[src/rtl/multicycle_controller.sv]
// Control FSM for the shared-memory multicycle RV32 datapath (lw, sw, R-type, beq).
// Outputs are Moore from the state register, with mem_ready/zero gating a few strobes.
module multicycle_controller (
  input  logic       clk,
  input  logic       rst_n,
  input  logic [6:0] op,
  input  logic       zero,
  input  logic       mem_ready,
  output logic       mem_req,
  output logic       mem_write,
  output logic       adr_src,
  output logic       ir_write,
  output logic       pc_write,
  output logic       reg_write,
  output logic [1:0] result_src,
  output logic [1:0] alu_src_a,
  output logic [1:0] alu_src_b,
  output logic [1:0] imm_src,
  output logic [1:0] alu_op,
  output logic       retire,
  output logic       illegal,
  output logic [3:0] state
);

  typedef enum logic [3:0] {
    S_FETCH    = 4'd0,
    S_DECODE   = 4'd1,
    S_MEMADR   = 4'd2,
    S_MEMREAD  = 4'd3,
    S_MEMWB    = 4'd4,
    S_MEMWRITE = 4'd5,
    S_EXECR    = 4'd6,
    S_ALUWB    = 4'd7,
    S_BEQ      = 4'd8,
    S_TRAP     = 4'd9
  } state_t;

  localparam logic [6:0] OP_LW  = 7'b0000011;
  localparam logic [6:0] OP_SW  = 7'b0100011;
  localparam logic [6:0] OP_R   = 7'b0110011;
  localparam logic [6:0] OP_BEQ = 7'b1100011;

  state_t r_state;
  state_t w_next;

  always_ff @(posedge clk or negedge rst_n) begin
    if (!rst_n) r_state <= S_FETCH;
    else        r_state <= w_next;
  end

  // Everything decodes under rst_n so all outputs drop the moment reset asserts.
  always_comb begin
    w_next     = S_FETCH;
    mem_req    = 1'b0;
    mem_write  = 1'b0;
    adr_src    = 1'b0;
    ir_write   = 1'b0;
    pc_write   = 1'b0;
    reg_write  = 1'b0;
    result_src = 2'b00;
    alu_src_a  = 2'b00;
    alu_src_b  = 2'b00;
    imm_src    = 2'b00;
    alu_op     = 2'b00;
    retire     = 1'b0;
    illegal    = 1'b0;
    state      = 4'd0;
    if (rst_n) begin
      state = r_state;
      case (r_state)
        S_FETCH: begin
          mem_req    = 1'b1;
          alu_src_b  = 2'b10;
          result_src = 2'b10;
          ir_write   = mem_ready;
          pc_write   = mem_ready;
          w_next     = mem_ready ? S_DECODE : S_FETCH;
        end
        S_DECODE: begin
          alu_src_a = 2'b01;
          alu_src_b = 2'b01;
          imm_src   = 2'b10;
          case (op)
            OP_LW, OP_SW: w_next = S_MEMADR;
            OP_R:         w_next = S_EXECR;
            OP_BEQ:       w_next = S_BEQ;
            default:      w_next = S_TRAP;
          endcase
        end
        S_MEMADR: begin
          alu_src_a = 2'b10;
          alu_src_b = 2'b01;
          imm_src   = (op == OP_SW) ? 2'b01 : 2'b00;
          if (op == OP_LW)      w_next = S_MEMREAD;
          else if (op == OP_SW) w_next = S_MEMWRITE;
          else                  w_next = S_TRAP;
        end
        S_MEMREAD: begin
          mem_req = 1'b1;
          adr_src = 1'b1;
          w_next  = mem_ready ? S_MEMWB : S_MEMREAD;
        end
        S_MEMWB: begin
          result_src = 2'b01;
          reg_write  = 1'b1;
          retire     = 1'b1;
          w_next     = S_FETCH;
        end
        S_MEMWRITE: begin
          mem_req   = 1'b1;
          mem_write = 1'b1;
          adr_src   = 1'b1;
          retire    = mem_ready;
          w_next    = mem_ready ? S_FETCH : S_MEMWRITE;
        end
        S_EXECR: begin
          alu_src_a = 2'b10;
          alu_op    = 2'b01;
          w_next    = S_ALUWB;
        end
        S_ALUWB: begin
          reg_write = 1'b1;
          retire    = 1'b1;
          w_next    = S_FETCH;
        end
        S_BEQ: begin
          alu_src_a = 2'b10;
          alu_op    = 2'b10;
          pc_write  = zero;
          retire    = 1'b1;
          w_next    = S_FETCH;
        end
        S_TRAP: begin
          illegal = 1'b1;
          w_next  = S_TRAP;
        end
        default: w_next = S_TRAP;
      endcase
    end
  end

endmodule

[config.mk]
export PLATFORM = sky130hd
export DESIGN_NAME = multicycle_controller
export DESIGN_NICKNAME = d
export VERILOG_FILES = /design/src/rtl/multicycle_controller.sv
export SDC_FILE = /design/constraint.sdc
export NUM_CORES = 1
export LEC_CHECK = 0
export ABC_AREA = 1
export CAP_MARGIN = 15
export CELL_PAD_IN_SITES_DETAIL_PLACEMENT = 0
export CELL_PAD_IN_SITES_GLOBAL_PLACEMENT = 1
export CORE_ASPECT_RATIO = 1.2
export CORE_MARGIN = 3
export CORE_UTILIZATION = 22
export CTS_BUF_LIST = sky130_fd_sc_hd__clkbuf_2 sky130_fd_sc_hd__clkbuf_4 sky130_fd_sc_hd__clkbuf_8
export DETAILED_ROUTE_END_ITERATION = 7
export PLACE_DENSITY = 0.75
export SLEW_MARGIN = 10
export SYNTH_ARGS = -nofsm -noshare
export SYNTH_HDL_FRONTEND = slang
export SYNTH_SLANG_ARGS = --single-unit
[constraint.sdc]
create_clock -name clk -period 1.5 [get_ports clk]
set_clock_uncertainty 0.15 [all_clocks]
set_input_delay 0.45 -clock clk [delete_from_list [all_inputs] [get_ports clk]]
set_output_delay 0.45 -clock clk [all_outputs]
set_load 0.01 [all_outputs]
Yosys cells after proc, flatten, opt, wreduce, memory -nomap -nowiden
Cells that the tools add are included.
Storage, ports and cells
  word-level logic and storage cells: 58
  register bits after elaboration: 4
  input bits: 11
  output and inout bits: 22
Cells by class
  muxes and demuxes: 36
  equality and inequality tests: 13
  reductions and logical operators: 8
Operator list (number)
  one-hot mux 4 bit (7 select lines): 1
  one-hot mux 2 bit (2 select lines): 5
  == test 4 x 3 -> 1 bit (second input constant): 4
  two-way mux 1 bit: 16
  two-way mux 4 bit: 4
  == test 7 x 6 -> 1 bit (second input constant): 2
  one-hot mux 4 bit (3 select lines): 1
  two-way mux 2 bit: 5
  OR reduction 3 bit: 3
  == test 4 x 2 -> 1 bit (second input constant): 2
  == test 4 bit (second input constant): 2
  OR reduction 2 bit: 4
  == test 7 x 2 -> 1 bit (second input constant): 1
  == test 7 bit (second input constant): 1
  two-way mux 3 bit: 2
  == test 4 x 1 -> 1 bit (second input constant): 1
  logical NOT 4 bit: 1
  one-hot mux 1 bit (2 select lines): 2

Depth between registers and ports, before layout
  depth in word-level cells: 5
  mapped depth: 8
  gate-level depth less buffers: 8

Worst setup path before layout
OpenSTA, ideal clock, no wires.
  path kind: input to output
  start: input op[2]
  end: output imm_src[0]
  data required time: 0.900 ns
  buffers on the path: 0
  arrival time: 1.145 ns
  stages: 5
  path slack: -0.245 ns
  path through: inv_1 > nand2_1 > nor2_1 > nand2_1 > nor4_1
On the way
  longest elaborated chain between the ends: 4
RTL lines
  from (decl): RTL line 6  | input logic [6:0] op,
  == test 7 x 6 -> 1 bit: RTL line 93  | imm_src = (op == OP_SW) ? 2'b01 : 2'b00;
  two-way mux 1 bit: RTL line 93
  one-hot mux 2 bit (2 select lines): RTL line 70  | case (r_state)
  two-way mux 2 bit: RTL line 68  | if (rst_n) begin
  to (decl): RTL line 18  | output logic [1:0] imm_src,
Every way passes these cells.

Final worst setup path
  start: register r_state[2]
  end: output alu_src_b[0]
On the way
  longest elaborated chain between the ends: 4
  elaborated cells on any way between the ends: 6
  classes of those cells: 2 x eq/ne; 2 x mux; 2 x reduce/logical
RTL lines
  from (decl): RTL line 43  | state_t r_state;
  from (signal assigned): RTL line 48  | else r_state <= w_next;
  == test 4 x 2 -> 1 bit or == test 4 x 1 -> 1 bit (tied branches): RTL line 70
  OR reduction 2 bit (no source line)
  one-hot mux 2 bit (2 select lines) *: RTL line 70
  two-way mux 2 bit *: RTL line 68
  to (decl): RTL line 17  | output logic [1:0] alu_src_b,
Mark *: on every way between the ends. The rest lies on a longest branch, timed or not.

==> out/metrics.cfg <==
[status]
status = complete, but fails checks
violations = setup timing

[critical_path]
path_max_fanout = 4
cp.required_ps = 900
cp-start-kind = register
critPathKind = register to primary output
cp-end-kind = primary output
cp_data_arrival_time_ps = 1400

[route]
drt-initial-drc-count = 5
vias_per_cell = 4.287
dr.pass1.iters = 4
vias = 1016
drc_errors = 0
routed_wl_mm = 2.618
ant_nets = 0
wl_per_cell_um = 11.05

[final_layout]
fin_nets = 217
largest_reg_flops = 4
design_area_mm2 = 0.001628
largestRegisters = r_state (4)
instances_no_fill = 237
regMostFlops = r_state
antenna_cells = 0
fin_util_pct = 63.16
syn_to_final_growth_pct = 171.0
drive_gt1_share_pct = 69.61

[placement]
place_inst = 215
place_ws_ps = -1118
place.gp.congestion = 0.8568
io_buffers = 32
dp_hpwl_mm = 1.969
placed_area_mm2 = 0.001296

[floorplanning]
dieHeight_um = 63.24
die_w_um = 53.70
start_util_pct = 23.30
io_pins = 33
die-area_mm2 = 0.003395
rows = 20
core_mm2 = 0.002577

[synth]
synth_cells = 114
syn-num-nets = 125
synth_mux_area_share_pct = 0
yosysUniqueCellTypes = 19
syn_area_um2 = 600.6
synth_adder_area_share_pct = 0
synth-simple-area-share_pct = 61.67
ys_seq_area_share_pct = 16.67
synthXorXnorAreaFrac_pct = 0
synth_top_family_by_area = simple AND/OR/NAND/NOR gates
yosysWarnings = 0
synth_compound_area_share_pct = 7.083
ys_seq_elements = 4
syn_avg_cell_area_um2 = 5.268

[timing]
tns_ps = -9128
fmax_mhz = 500.9
finalSetupViolations = 26
slew_headroom_pct = 88.08
rsz0062_at_grt = yes
finalCriticalPeriod_ps = 1996
worst_pin_slew_ps = 177.4
hold_viol = 0
drv_slew = 0
setup_slack_ps = -496.4
period_share_pct = 133.1

[clock_network]
clkSinkCount = 4
cts.clk_slew.worst_paths_ps = 40
holdBufCountCts = 0
cts_root_buf = clkbuf_4
cts_max_path_buffers = 2
htree_levels = 1
cts_tree = built
cts_buffers = 3
clk_latency_ps = 230

[global_routing]
grt.total_usage_pct = 16.30
overflow = 0
antenna_found_initial = 0
first_global_vias = 1052
grt_pass1_wl_mm = 4.243
grt_max_degree = 8

[min_path]
worstHoldPathType = input pin to async pin

[pwr]
max-vdd-ir-drop_v = 0.0004197
leakage_nw = 0.8718
p_per_area_mw_per_mm2 = 633.7
pwr-share-clk_pct = 12.2
p_switching_mw = 0.4089
intPower_mw = 0.6227
combinationalPowerShare_pct = 73.4
p_seq_share_pct = 14.4
sw_frac_of_total_pct = 39.64

[run]
drv_cap = 0

[final timing paths]
check                           depth (start not counted)  startpoint           end  slack [ps]
min in group clk                                        5       rst_n    r_state[1]         640
worst min-delay path                                    5       rst_n    r_state[2]         260
max in group asynchronous                               5       rst_n    r_state[1]         820
worst max-delay path                                    7  r_state[2]  alu_src_b[0]        -500
worst max register to register                         10  r_state[2]    r_state[3]        -110
worst min register to register                          5  r_state[0]    r_state[1]         710
[layer usage]
| metal | track usage, % | part of all wire, % |
|---|---|---|
| met5 | 0 | 0 |
| met4 | 7.348 | 1.8 |
| met3 | 0.7092 | 3.7 |
| met2 | 32.12 | 59 |
| met1 | 16.06 | 35 |
[kinds of logic after synthesis]
| logic type | count (synthesis) |
|---|---|
| simple gates | 79 |
| compound gates | 8 |
| buf+inv | 23 |
| flops | 4 |
[stage by stage]
step / hold slack [ps] / total power, mW
2_1_floorplan: 4.409 / 0.3669
4_1_cts: 251.3 / 0.9216
6_report: 262.5 / 1.032
3_5_place_dp: 703.4 / 0.6835
3_3_place_gp: 687.7 / 0.6743
5_1_grt: 267.5 / 1.108
[worst max-delay path: stages, from the launching register on]
cell and delay, ps:
dfrtp_2 430, nor2_4 170, buf_6 120, inv_4 30, nor2_4 110, inv_4 70
a21oi_2 100, buf_2 130
[synthesized netlist by cell type, drive strengths merged]
cell	instances	share of area [%]
nor3	2	2.5
nand2	34	22
a21oi	6	5.0
buf	1	0.83
a211oi	1	1.3
nor2	32	27
dfrtp	4	17
o21ai	1	0.83
nand4	2	2.1
nand3	8	7.5
nor4	1	1.0
inv	22	14
[placed cells by master (no fill, tap or decap), types with 2 or more instances in the layout]
cell type and instances:
inv_4 3, buf_2 14, clkdlybuf4s15_1 2, buf_4 40, nand2_2 10, inv_2 4, dfrtp_2 4, nor2_1 13
nor2_4 14, a21oi_2 6, nand3_2 2, buf_6 22, clkbuf_4 3, inv_1 13, dlygate4sd2_1 6, clkdlybuf4s15_2 2
nand4_1 2, nor2_2 4, nand2_1 20, nand3_1 5, nand2_4 4
[power by group through the flow]
stage / clock network, mW / registers, mW / logic, mW
6_report: 0.126 / 0.148 / 0.757
5_1_grt: 0.143 / 0.151 / 0.814
4_1_cts: 0.133 / 0.152 / 0.637
3_5_place_dp: 0 / 0.144 / 0.539
3_3_place_gp: 0 / 0.142 / 0.532
2_1_floorplan: 0 / 0.143 / 0.224
[what timing repair did]
item | in CTS | in global routing
gates resized for setup | 157 | 21
buffers inserted | 14 | 7
cloned | 0 | 0
setup endpoints to repair | 26 | 26
endpoints found under the hold margin | 0 | 0
pin swaps | 20 | 14
[layout make-up]
type / instances / area (um^2)
repair buffers: 88 / 738.2
flip-flops and latches: 4 / 105.1
clock buffers: 3 / 22.52
inverters: 22 / 98.84
multi-input cells: 87 / 621.8
well taps: 33 / 41.29
fillers: 233 / 949.7
Note: power is estimated with default switching activity, not from simulation.
